### src/rtl/neopixel_write_sched.sv
// Pixel write scheduler: merges single CPU pixel writes with a block fill
// engine onto the one-write-per-cycle pixel port of the neopixel driver.
//
// state | meaning
// ------+----------------------------------------------------------------
// IDLE  | no fill in progress; CPU writes always accepted
// FILL  | fill engine active; fill and CPU writes share the port round-robin
module neopixel_write_sched #(
    parameter int PIXELS = 256
) (
    input  logic        i_clk,
    input  logic        i_reset,
    input  logic        i_cpu_valid,
    input  logic [7:0]  i_cpu_addr,
    input  logic [23:0] i_cpu_data,
    output logic        o_cpu_ready,
    input  logic        i_fill_start,
    input  logic [7:0]  i_fill_base,
    input  logic [8:0]  i_fill_count,
    input  logic [23:0] i_fill_color,
    output logic        o_fill_busy,
    output logic        o_fill_done,
    output logic [7:0]  o_rd_addr,
    output logic        o_rd_wen,
    output logic [23:0] o_rd_data
);

    localparam logic [7:0] LAST_ADDR = 8'(PIXELS - 1);

    typedef enum logic {
        IDLE = 1'b0,
        FILL = 1'b1
    } state_t;

    state_t      state;
    state_t      state_next;

    logic [7:0]  fill_ptr;
    logic [8:0]  fill_left;
    logic [23:0] fill_color;
    logic        last_fill;

    logic        cpu_grant;
    logic        fill_grant;
    logic        fill_last;
    logic        start_take;
    logic [7:0]  base_wrapped;
    logic [7:0]  ptr_next;

    // Base may exceed the strip length, so fold it into range once at latch time.
    assign base_wrapped = 8'(9'(i_fill_base) % 9'(PIXELS));
    assign ptr_next     = (fill_ptr == LAST_ADDR) ? 8'd0 : fill_ptr + 8'd1;
    assign o_fill_busy  = (state == FILL);

    // State register.
    always_ff @(posedge i_clk) begin
        if (i_reset) begin
            state <= IDLE;
        end else begin
            state <= state_next;
        end
    end

    // Next state, arbitration and CPU handshake; everything is masked during reset.
    always_comb begin
        state_next  = state;
        o_cpu_ready = 1'b0;
        cpu_grant   = 1'b0;
        fill_grant  = 1'b0;
        fill_last   = 1'b0;
        start_take  = 1'b0;
        if (!i_reset) begin
            case (state)
                IDLE: begin
                    o_cpu_ready = 1'b1;
                    start_take  = i_fill_start;
                    if (i_fill_start && (i_fill_count != 9'd0)) begin
                        state_next = FILL;
                    end
                end
                FILL: begin
                    // CPU only gets a turn right after a fill write.
                    o_cpu_ready = last_fill;
                end
                default: state_next = IDLE;
            endcase
            cpu_grant = i_cpu_valid && o_cpu_ready;
            if (state == FILL) begin
                fill_grant = !cpu_grant;
                fill_last  = fill_grant && (fill_left == 9'd1);
                if (fill_last) begin
                    state_next = IDLE;
                end
            end
        end
    end

    // Registered write port, fill bookkeeping and completion pulse.
    always_ff @(posedge i_clk) begin
        if (i_reset) begin
            o_rd_wen    <= 1'b0;
            o_rd_addr   <= 8'd0;
            o_rd_data   <= 24'd0;
            o_fill_done <= 1'b0;
            last_fill   <= 1'b0;
            fill_ptr    <= 8'd0;
            fill_left   <= 9'd0;
            fill_color  <= 24'd0;
        end else begin
            o_rd_wen    <= cpu_grant || fill_grant;
            o_fill_done <= fill_last || (start_take && (i_fill_count == 9'd0));
            last_fill   <= fill_grant;
            if (cpu_grant) begin
                o_rd_addr <= i_cpu_addr;
                o_rd_data <= i_cpu_data;
            end else if (fill_grant) begin
                o_rd_addr <= fill_ptr;
                o_rd_data <= fill_color;
            end
            if (start_take) begin
                fill_ptr   <= base_wrapped;
                fill_left  <= i_fill_count;
                fill_color <= i_fill_color;
            end else if (fill_grant) begin
                fill_ptr  <= ptr_next;
                fill_left <= fill_left - 9'd1;
            end
        end
    end

endmodule

### config.mk
export PLATFORM = sky130hd
export DESIGN_NAME = neopixel_write_sched
export DESIGN_NICKNAME = d
export VERILOG_FILES = /design/src/rtl/neopixel_write_sched.sv
export SDC_FILE = /design/constraint.sdc
export NUM_CORES = 1
export LEC_CHECK = 0
export ABC_AREA = 0
export CAP_MARGIN = 10
export CORE_MARGIN = 2
export CORE_UTILIZATION = 50
export CTS_CLUSTER_SIZE = 12
export DETAILED_ROUTE_END_ITERATION = 10
export PLACE_DENSITY = 0.92
export SYNTH_ARGS = -nofsm -noshare
export SYNTH_HDL_FRONTEND = slang
export SYNTH_SLANG_ARGS = --single-unit
### constraint.sdc
create_clock -name i_clk -period 4.2 [get_ports i_clk]
set_input_delay 0.84 -clock i_clk [delete_from_list [all_inputs] [get_ports i_clk]]
set_output_delay 0.84 -clock i_clk [all_outputs]
set_load 0.005 [all_outputs]
==> flow_summary.ini <==
[synth]
synth_ff_type = dfxtp_1
ys_ff_latch = 77
syn_inst = 399
yosys_warnings = 0
syn_area_per_cell_sq_um = 8.708
yosysSeqAreaShare_pct = 44.36
netlist_area_sq_um = 3475
synth_cell_types = 53
synthArstFlopShare_pct = 0
syn_nets = 479
synth_edf_count = 0

[outcome]
outcome = completed

[grt]
grt_pass1_vias = 3238
grtUsageTotal_pct = 23.92
grt_pass1_wl_um = 14620
antenna_found_initial = 0
overflow = 0
grt_max_degree = 63

[critical_path]
crit_path_start_kind = flop
critical_path_required_ns = 3.36
reg2reg_depth = 5
crit_type = flop to output port
critPathCaptureType = output port
cp.arrival_ns = 2.23
reg2reg_slack_ns = 1.66
timing.rr.end = fill_left[2]
critPathMaxFanout = 29
worstReg2RegStart = o_fill_busy

[worst_hold_path]
min_from = fill_color[1]
hold_path_class = flop to flop
hold_depth = 2
min_to = fill_color[1]

[drt]
drt-initial-drc-count = 182
wirelength_um = 9122
dr.pass1.iters = 5
via_count = 3351
final_antenna_net_count = 0
vias_per_cell = 5.768
drc = 0
wl_per_cell_um = 15.70

[timing]
finalHoldViolCount = 0
max_freq_ghz = 0.3253
setup_ws_ns = 1.126
rsz0062_at_grt = false
min_period_ns = 3.074
drv_slew = 0
fin_skew_ns = 0.005861
period_share_pct = 73.19
tns_ns = 0
max_slew_margin_pct = 33.73
finalSetupViolations = 0
worstMarginPinSlew_ns = 0.9919
holdWs_ns = 0.4590

[cts]
ctsResizeCount = 0
clockRootBuffer = clkbuf_8
worst_setup_hold_path_clk_slew_ns = 0.08
cts_buffer_depth = 2
htreeDepth = 3
tritoncts = done
clock_latency_ns = 0.35
ctsHoldBuffers = 0
cts_setup_buffers = 0
clock-sinks = 77
cts_buffers = 9

[layout]
drive_gt1_share_pct = 6.786
fill_cells = 526
final_core_util_pct = 71.15
layout.nets = 576
multi_input_area_sq_um = 1774
antenna_cells = 0
seqCellArea_sq_um = 1543
final_cells = 581
area_delta_synth_final_pct = 38.35

[floorplan]
die_h_um = 87.36
pin_count = 113
core_sq_um = 6756
dieArea_sq_um = 7632
start_util_pct = 51.43
fp-row-count = 30
die_w_um = 87.36

[power_and_ir_drop]
vdd_drop_max_mv = 0.2827
leakage_nw = 1.768
powerDensity_nw_per_um2 = 377.5

[placed_design]
dp_cells = 565
io_buffers = 112
dpl.hpwl_um = 6195
dp_slack_ns = 1.330
gp_congestion = 0.7833

[job]
drv_cap = 0
## sequential cells by signal (all words and copies together) (netlist names)
signal / flops
o_rd_wen: 1
fill_left: 9
o_fill_busy: 1
last_fill: 1
fill_color: 24
fill_ptr: 8
o_rd_data: 24
o_fill_done: 1
o_rd_addr: 8
## cell families after synthesis
family,after synthesis,synth area share (%)
AOI/OAI and AO/OA,100,20.27
adders and majority gates,3,1.080
xor gates and xnor gates,3,0.7563
and+or+nand+nor,142,17.68
DFF,77,44.36
muxes,37,10.73
buffers and inverters,37,5.113
## worst max-delay path by stage
| stage | startpoint | end | depth (start not counted) |
|---|---|---|---|
| 2_1_floorplan | i_reset | o_cpu_ready | 4 |
| 3_3_place_gp | i_cpu_valid | fill_left[2] | 5 |
| 3_5_place_dp | i_cpu_valid | fill_left[2] | 5 |
| 4_1_cts | o_fill_busy | o_cpu_ready | 3 |
| 5_1_grt | o_fill_busy | o_cpu_ready | 3 |
| 6_report | o_fill_busy | o_cpu_ready | 3 |
## power by group
group | switching (mW) | internal [mW] | total, mW
clock | 0.270 | 0.335 | 0.605
combinational | 0.156 | 0.204 | 0.360
sequential | 0.0578 | 0.791 | 0.849
## Yosys cell counts (3+ instances only)
master	number	area, sq um
and3_1	4	25.02
a31oi_1	3	18.77
nor3_1	5	25.02
nand2_1	61	229.0
o21a_1	4	30.03
ha_1	3	37.54
clkbuf_1	12	45.04
nand4_1	4	25.02
nand3_1	4	20.02
dfxtp_1	77	1541
a311oi_1	3	26.28
nor2_1	51	191.4
a211oi_1	34	255.2
a21oi_1	31	155.2
inv_1	5	18.77
buf_2	13	65.06
o32ai_1	3	26.28
a22oi_1	4	30.03
buf_4	4	30.03
mux2i_1	35	350.3
## placed cells by master (no fill, tap or decap), types with 9 or more instances in the layout
cell type        count
clkbuf_8             9
dfxtp_1             76
a21oi_1             31
mux2i_1             35
a211oi_1            34
clkdlybuf4s50_1    111
nor2_1              51
nand2_1             61
## critical path, cell delays in order, from the launching register on
cell and delay (ns):
dfxtp_2 0.91, buf_4 0.39, a21oi_1 0.10, clkdlybuf4s50_1 0.48
## stage by stage
step	power (mW)	instance area, sq um
after floorplan	1.042	3475
after detailed placement	1.221	4593
after global routing	1.898	4807
after global placement	1.207	4593
final	1.815	4807
after CTS	1.819	4807
## area by class of cell
class / count / area share [%]
tap: 80 / 2.082
inverter: 6 / 0.4685
timing repair buffer: 117 / 24.00
sequential: 77 / 32.09
clock buffer: 10 / 2.655
multi-input combinational: 285 / 36.91
clock inverter: 6 / 1.796
## per-layer routing
| metal | part of all wire (%) | GRT usage (%) |
|---|---|---|
| met1 | 41 | 29.10 |
| met2 | 49 | 40.63 |
| met3 | 7.4 | 5.308 |
| met4 | 2.1 | 9.930 |
| met5 | 0 | 0 |
Note: power is estimated with default switching activity, not from simulation.
